--- config.mk ---
export PLATFORM = sky130hd
export DESIGN_NAME = sys_bus_arbiter
export DESIGN_NICKNAME = d
export VERILOG_FILES = /design/src/rtl/sys_bus_arb_pkg.sv /design/src/rtl/sys_bus_arb_rr_pick.sv /design/src/rtl/sys_bus_arbiter.sv
export SDC_FILE = /design/constraint.sdc
export NUM_CORES = 1
export LEC_CHECK = 0
export CAP_MARGIN = 30
export CORE_AREA = 2 2 125 127
export DETAILED_ROUTE_END_ITERATION = 16
export DIE_AREA = 0 0 127 129
export PLACE_DENSITY_LB_ADDON = 0.25
export RECOVER_POWER = 50
export SYNTH_ARGS = -nofsm -noshare
export SYNTH_HDL_FRONTEND = slang
export SYNTH_SLANG_ARGS = --single-unit
--- constraint.sdc ---
create_clock -name clock_i -period 1.91 [get_ports clock_i]
set_clock_uncertainty 0.15 [all_clocks]
set_input_delay 0.4775 -clock clock_i [delete_from_list [all_inputs] [get_ports clock_i]]
set_output_delay 0.4775 -clock clock_i [all_outputs]
set_load 0.02 [all_outputs]
--- src/rtl/sys_bus_arb_pkg.sv ---
`default_nettype none
// ============================================================================
// Module : sys_bus_arb_pkg
// Shared FSM encoding and constants for sys_bus_arbiter.
// Rev    : 1.0  initial release
// ============================================================================
package sys_bus_arb_pkg;

  typedef enum logic {
    IDLE = 1'b0,
    WAIT = 1'b1
  } arb_state_e;

  localparam int          c_DEF_TIMEOUT_CYCLES = 255;
  localparam logic [31:0] c_ERR_RDATA          = 32'h0;

endpackage
`default_nettype wire

--- src/rtl/sys_bus_arb_rr_pick.sv ---
`default_nettype none
// ============================================================================
// Module : sys_bus_arb_rr_pick
// Combinational round-robin picker: first pending bit at or after ptr_i.
// Rev    : 1.0  initial release
// ============================================================================
module sys_bus_arb_rr_pick
  import sys_bus_arb_pkg::*;
#(
  parameter int NUM_HOST = 2,
  parameter int PTR_W    = $clog2(NUM_HOST)
) (
  input  logic [NUM_HOST-1:0] pend_i,
  input  logic [PTR_W-1:0]    ptr_i,
  output logic [NUM_HOST-1:0] winner_o,
  output logic                valid_o
);

  logic [NUM_HOST-1:0] w_rot;
  logic [PTR_W-1:0]    w_off;
  logic [PTR_W:0]      w_sum;
  logic [PTR_W-1:0]    w_idx;

  // Rotating the doubled vector puts the pointer position at bit 0.
  assign w_rot = NUM_HOST'({pend_i, pend_i} >> ptr_i);

  always_comb begin
    w_off = '0;
    for (int j = NUM_HOST - 1; j >= 0; j--) begin
      if (w_rot[j]) begin
        w_off = PTR_W'(j);
      end
    end
  end

  assign w_sum    = {1'b0, ptr_i} + {1'b0, w_off};
  assign w_idx    = (w_sum >= (PTR_W+1)'(NUM_HOST)) ? PTR_W'(w_sum - (PTR_W+1)'(NUM_HOST))
                                                     : PTR_W'(w_sum);
  assign valid_o  = |pend_i;
  assign winner_o = valid_o ? (NUM_HOST'(1) << w_idx) : '0;

endmodule
`default_nettype wire

--- src/rtl/sys_bus_arbiter.sv ---
`default_nettype none
// ============================================================================
// Module : sys_bus_arbiter
// Round-robin sharing of one system-bus host port, one transaction in flight.
// Optional response timeout enabled by macro SYS_BUS_ARB_TIMEOUT_EN.
// Rev    : 1.0  initial release
// ============================================================================
module sys_bus_arbiter
  import sys_bus_arb_pkg::*;
#(
  parameter int NUM_HOST       = 2,
  parameter int TIMEOUT_CYCLES = c_DEF_TIMEOUT_CYCLES
) (
  input  logic                     clock_i,
  input  logic                     reset_i,
  input  logic [NUM_HOST*32-1:0]   req_rw_address_i,
  output logic [NUM_HOST*32-1:0]   req_read_data_o,
  input  logic [NUM_HOST-1:0]      req_read_request_i,
  output logic [NUM_HOST-1:0]      req_read_response_o,
  input  logic [NUM_HOST*32-1:0]   req_write_data_i,
  input  logic [NUM_HOST*4-1:0]    req_write_strobe_i,
  input  logic [NUM_HOST-1:0]      req_write_request_i,
  output logic [NUM_HOST-1:0]      req_write_response_o,
  output logic [31:0]              bus_rw_address_o,
  input  logic [31:0]              bus_read_data_i,
  output logic                     bus_read_request_o,
  input  logic                     bus_read_response_i,
  output logic [31:0]              bus_write_data_o,
  output logic [3:0]               bus_write_strobe_o,
  output logic                     bus_write_request_o,
  input  logic                     bus_write_response_i,
  output logic [NUM_HOST-1:0]      grant_o,
  output logic                     error_o
);

  localparam int PTR_W = $clog2(NUM_HOST);

  arb_state_e          state_q;
  logic [NUM_HOST-1:0] grant_q;
  logic [PTR_W-1:0]    rr_ptr_q;
  logic [PTR_W-1:0]    rr_ptr_d;

  logic [NUM_HOST-1:0] w_pend;
  logic [NUM_HOST-1:0] w_win;
  logic                w_win_vld;
  logic [NUM_HOST-1:0] w_sel;
  logic                w_idle;
  logic                w_wait;
  logic                w_bus_rsp;
  logic                w_rd_done;
  logic                w_wr_done;
  logic                w_done;
  logic [PTR_W-1:0]    w_gnt_idx;

  assign w_pend = req_read_request_i | req_write_request_i;

  sys_bus_arb_rr_pick #(
    .NUM_HOST (NUM_HOST),
    .PTR_W    (PTR_W)
  ) u_pick (
    .pend_i   (w_pend),
    .ptr_i    (rr_ptr_q),
    .winner_o (w_win),
    .valid_o  (w_win_vld)
  );

  // Reset blanks every combinational output so nothing leaks while it is held.
  assign w_idle = (state_q == IDLE) && !reset_i;
  assign w_wait = (state_q == WAIT) && !reset_i;
  assign w_sel  = w_idle ? w_win : (w_wait ? grant_q : '0);

  always_comb begin
    bus_rw_address_o   = '0;
    bus_write_data_o   = '0;
    bus_write_strobe_o = '0;
    for (int k = 0; k < NUM_HOST; k++) begin
      if (w_sel[k]) begin
        bus_rw_address_o   = bus_rw_address_o   | req_rw_address_i[k*32 +: 32];
        bus_write_data_o   = bus_write_data_o   | req_write_data_i[k*32 +: 32];
        bus_write_strobe_o = bus_write_strobe_o | req_write_strobe_i[k*4 +: 4];
      end
    end
  end

  assign bus_read_request_o  = w_idle && |(w_win & req_read_request_i);
  assign bus_write_request_o = w_idle && |(w_win & req_write_request_i);

  assign w_bus_rsp = w_wait && (bus_read_response_i || bus_write_response_i);

  always_comb begin
    w_gnt_idx = '0;
    for (int k = 0; k < NUM_HOST; k++) begin
      if (grant_q[k]) begin
        w_gnt_idx = PTR_W'(k);
      end
    end
  end

  assign rr_ptr_d = (w_gnt_idx == PTR_W'(NUM_HOST - 1)) ? '0 : w_gnt_idx + PTR_W'(1);

`ifdef SYS_BUS_ARB_TIMEOUT_EN
  logic [15:0] tmo_cnt_q;
  logic        rd_q;
  logic        w_tmo;

  // A real bus response in the expiry cycle takes precedence over the timeout.
  assign w_tmo     = w_wait && !w_bus_rsp && (tmo_cnt_q == 16'(TIMEOUT_CYCLES - 1));
  assign w_rd_done = (w_bus_rsp && bus_read_response_i) || (w_tmo && rd_q);
  assign w_wr_done = (w_bus_rsp && bus_write_response_i) || (w_tmo && !rd_q);
  assign w_done    = w_bus_rsp || w_tmo;
  assign error_o   = w_tmo;
`else
  logic unused_timeout;

  assign unused_timeout = (TIMEOUT_CYCLES != 0);
  assign w_rd_done      = w_bus_rsp && bus_read_response_i;
  assign w_wr_done      = w_bus_rsp && bus_write_response_i;
  assign w_done         = w_bus_rsp;
  assign error_o        = 1'b0;
`endif

  assign req_read_response_o  = grant_q & {NUM_HOST{w_rd_done}};
  assign req_write_response_o = grant_q & {NUM_HOST{w_wr_done}};
  assign grant_o              = grant_q;

  for (genvar k = 0; k < NUM_HOST; k++) begin : g_rdata
    assign req_read_data_o[k*32 +: 32] = (grant_q[k] && w_bus_rsp && bus_read_response_i)
                                         ? bus_read_data_i : c_ERR_RDATA;
  end

  always_ff @(posedge clock_i) begin
    if (reset_i) begin
      state_q  <= IDLE;
      grant_q  <= '0;
      rr_ptr_q <= '0;
`ifdef SYS_BUS_ARB_TIMEOUT_EN
      tmo_cnt_q <= '0;
      rd_q      <= 1'b0;
`endif
    end else begin
      case (state_q)
        IDLE: begin
          if (w_win_vld) begin
            state_q <= WAIT;
            grant_q <= w_win;
`ifdef SYS_BUS_ARB_TIMEOUT_EN
            tmo_cnt_q <= '0;
            rd_q      <= |(w_win & req_read_request_i);
`endif
          end
        end
        WAIT: begin
`ifdef SYS_BUS_ARB_TIMEOUT_EN
          tmo_cnt_q <= tmo_cnt_q + 16'd1;
`endif
          if (w_done) begin
            state_q  <= IDLE;
            grant_q  <= '0;
            rr_ptr_q <= rr_ptr_d;
          end
        end
        default: state_q <= IDLE;
      endcase
    end
  end

endmodule
`default_nettype wire

==> metrics.md <==
| Metric | Value |
|---|---|
| Clk buf depth | 2 |
| Largest vdd supply drop | 0.365 mV |
| Overall fraction of global-route tracks in use | 0.145 |
| Worst setup path class | in2out |
| Top-level port count | 317 |
| Final-layout fill cell count | 1438 |
| Post-synthesis instance area | 1470 sq um |
| Detail Route Antenna Nets | 0 |
| Total of endpoints with negative setup slack in the final report | 136 |
| Via density | 4.12 |
| Number of iterations in the first detailed-routing pass | 4 |
| CP endpoint kind | output port |
| Unrepaired setup endpoints after global routing | true |
| Count of H-tree levels built during CTS | 1 |
| Final routed wirelength across all metal layers | 13100 um |
| Portion of the post-synthesis area used by sequential elements | 0.0546 |
| Total gr overflow | 0 |
| Relative area change from synthesis to final layout | 340% |
| CP startpoint kind | primary input |
| Launch instance of the worst register-to-register path | state_q |
| Number of buffer and inverter instances along the worst setup path | 6 |
| Crit path cell chain | buf_8 -> o21a_4 -> o31ai_4 -> buf_4 -> buf_12 -> buf_8 -> buf_8 -> a22o_1 -> buf_6 |
| Worst path most repeated cell | buf_8 |
| WL per Instance | 17.0 um |
| Capture instance of the worst register-to-register path | grant_o[1] |
| Cell area after layout | 6460 sq um |
| Top delay family on crit path | buffers and inverters |
| Global-route met1 utilization | 0.143 |
| Sink of the worst hold path | rr_ptr_q |
| Full die area | 16400 sq um |
| Starting density of the core | 0.0980 |
| Sinks on Clock Net | 4 |
| Count of yosys warnings during synthesis | 0 |
| Data required time of the worst path | 1.28 ns |
| HPWL after detailed placement | 9670 um |
| Count of final max-slew check failures | 0 |
| GPL Wtd Cong | 0.773 |
| Met3 capacity usage during global routing | 0.0349 |
| Highest Clock Rate | 0.404 GHz |
| Final period util | 1.29 |
| Filler-free cell count of the finished design | 772 |
| Worst setup slack before clock tree synthesis | -1.34 ns |
| Cell count after placement | 720 |
| Net count after synthesis | 372 |
| Nets | 761 |
| Instance area at placement | 5340 sq um |
| Power per Cell Area | 301 nW/um^2 |
| Port-buffer cells | 315 |
| Layer with the highest usage | met2 |
| Maximum number of pins on one net before global-route repair | 11 |
| Number of instances in the synthesized netlist | 196 |
| Minimum clock period after layout | 2.47 ns |
| Run status | finished with violations |
| Critical Path Max Stage Delay | 0.24 ns |
| Final hold violation count | 0 |
| Worst hold start | reset_i |
| Final Core Density | 0.431 |
| Via count of the first global-routing pass | 3404 |
| Beginning of the critical path | req_write_request_i[1] |
| Remaining DRCs | 0 |
| Number of synthesized register bits | 4 |
| Slack of the worst reg-to-reg path | 0.38 ns |
| Mapped Avg Cell Area | 7.49 sq um |
| Cell leakage power | 2.96 nW |
| Violations in the final reports | setup timing |
| Met2 track demand over resource in global routing | 0.306 |
| Cell Rows | 45 |
| Proportion of layout cells with a drive suffix above 1 | 0.573 |
| First-pass GRT wire length | 18700 um |
| Die height | 129 um |
| Width of the chip | 127 um |
| Reg area | 81.3 sq um |
| MaxCap Viol Count | 0 |
| Initial antenna violation count | 1 |
| Hold Path Stages | 3 |
| Multi-input gate area | 1670 sq um |
| Clock-pin slew on the worst setup and hold paths | 0.03 ns |
| Number of cells traversed by the worst register-to-register path | 6 |
| Count of vias placed by the detailed router | 3181 |
| CTS tree | built |
| Arrival time at the worst endpoint | 1.85 ns |
| Hold WC Path Type | in2reg |
| Setup ws final | -0.563 ns |
| Iteration-0 DRC Markers | 60 |
| TritonCTS Buffers | 3 |
| Floorplan core area | 15000 sq um |
| Critical-path maximum fanout | 6 |
| Clock network latency to the later pin of the worst-skew pair | 0.23 ns |
| Root Buffer Master | clkbuf_16 |
| Crit-path slowest cell | o31ai_4 |
| Cell variety after synth | 24 |
-- repair_timing --
item	4_1_cts	5_1_grt
endpoints found under the hold margin	0	0
gates cloned	6	0
hold buffers	0	0
pin swaps	33	60
buffers inserted	45	11
endpoints found under the setup margin	140	138
gates resized for setup	968	57
-- layout make-up --
class,count,area share
timing repair buffer,406,0.680
multi-input combinational,169,0.258
tap,188,0.0364
sequential,4,0.0126
clock buffer,3,0.0116
inverter,1,0.000581
antenna,1,0.000388
-- tightest hold or removal path, stage by stage --
cell,delay [ns]
buf_8,0.07
buf_6,0.10
a211oi_1,0.04
-- sequential cells by signal, indices dropped and copies added (netlist names) --
register and cells:
grant_o 2, rr_ptr_q 1, state_q 1
-- synth_stat cells --
cell type	n	area share
conb_1	1	0.0026
o21a_1	2	0.010
dfxtp_1	4	0.055
buf_4	8	0.041
a22o_1	68	0.41
and3_1	4	0.017
a211oi_1	2	0.010
nand2_1	2	0.0051
o21ba_2	1	0.0068
and2_1	64	0.27
buf_2	8	0.027
a21oi_1	2	0.0068
inv_1	1	0.0026
o311a_1	2	0.014
o21bai_1	4	0.020
nor2b_1	1	0.0043
nor3_1	2	0.0068
o31ai_4	2	0.029
nor3b_1	2	0.010
and3b_1	1	0.0060
nor2_1	6	0.015
nand3b_1	2	0.010
clkbuf_1	6	0.015
or2_4	1	0.0060
-- cell families (layout without fill, tap and decap cells) --
family / Yosys count / in the layout / synth area share
AND/OR/NAND/NOR: 85 / 85 / 0.354
AO/OA/AOI/OAI: 83 / 83 / 0.503
buffers and inverters: 23 / 410 / 0.0861
flip-flops: 4 / 4 / 0.0546
other: 1 / 2 / 0.00256
-- per-layer routing --
layer / share of wire / wire length, um / vias to the layer above
li1: - / - / 1518
met1: 0.33 / 4300 / 1470
met2: 0.57 / 7530 / 182
met3: 0.085 / 1110 / 11
met4: 0.014 / 189 / 0
met5: 0 / 0 / -
-- how the worst max path moves through the flow --
| stage | slack (ns) | cells past startpoint | to |
|---|---|---|---|
| 2_1_floorplan | -0.18 | 4 | bus_rw_address_o[10] |
| 3_3_place_gp | -1.31 | 7 | bus_rw_address_o[13] |
| 3_5_place_dp | -1.34 | 7 | bus_rw_address_o[13] |
| 4_1_cts | -0.58 | 9 | bus_rw_address_o[5] |
| 5_1_grt | -0.61 | 9 | bus_rw_address_o[23] |
| 6_report | -0.56 | 9 | bus_rw_address_o[23] |
-- placed cells by master, fill, tap and decap left out, types with 2 or more instances in the layout --
| cell type | n |
|---|---|
| buf_6 | 171 |
| clkdlybuf4s50_1 | 168 |
| and2_4 | 64 |
| a22o_1 | 47 |
| buf_4 | 31 |
| a22o_4 | 21 |
| buf_8 | 20 |
| buf_12 | 10 |
| nor2_1 | 5 |
| o21bai_1 | 4 |
| and3_4 | 3 |
| clkbuf_16 | 3 |
| dfxtp_1 | 3 |
| dlygate4sd2_1 | 3 |
| nand3b_1 | 2 |
| o31ai_4 | 2 |
| nand2_1 | 2 |
| a21oi_1 | 2 |
| nor3b_1 | 2 |
| o311a_1 | 2 |
-- metrics by stage --
step	total power, W	hold WS, ns	setup TNS [ns]
CTS	0.00194	0.362	-53.23
global placement	0.00139	0.402	-162.11
detailed placement	0.00140	0.403	-163.27
global route	0.00204	0.365	-56.24
finish	0.00194	0.358	-49.43
floorplan	0.000608	0.327	-11.77
-- power breakdown --
| group | internal [W] | switching, W |
|---|---|---|
| clock | 0.000268 | 0.0000630 |
| combinational | 0.000940 | 0.000574 |
| sequential | 0.0000910 | 0.00000573 |
(Power assumes the default switching activity.)
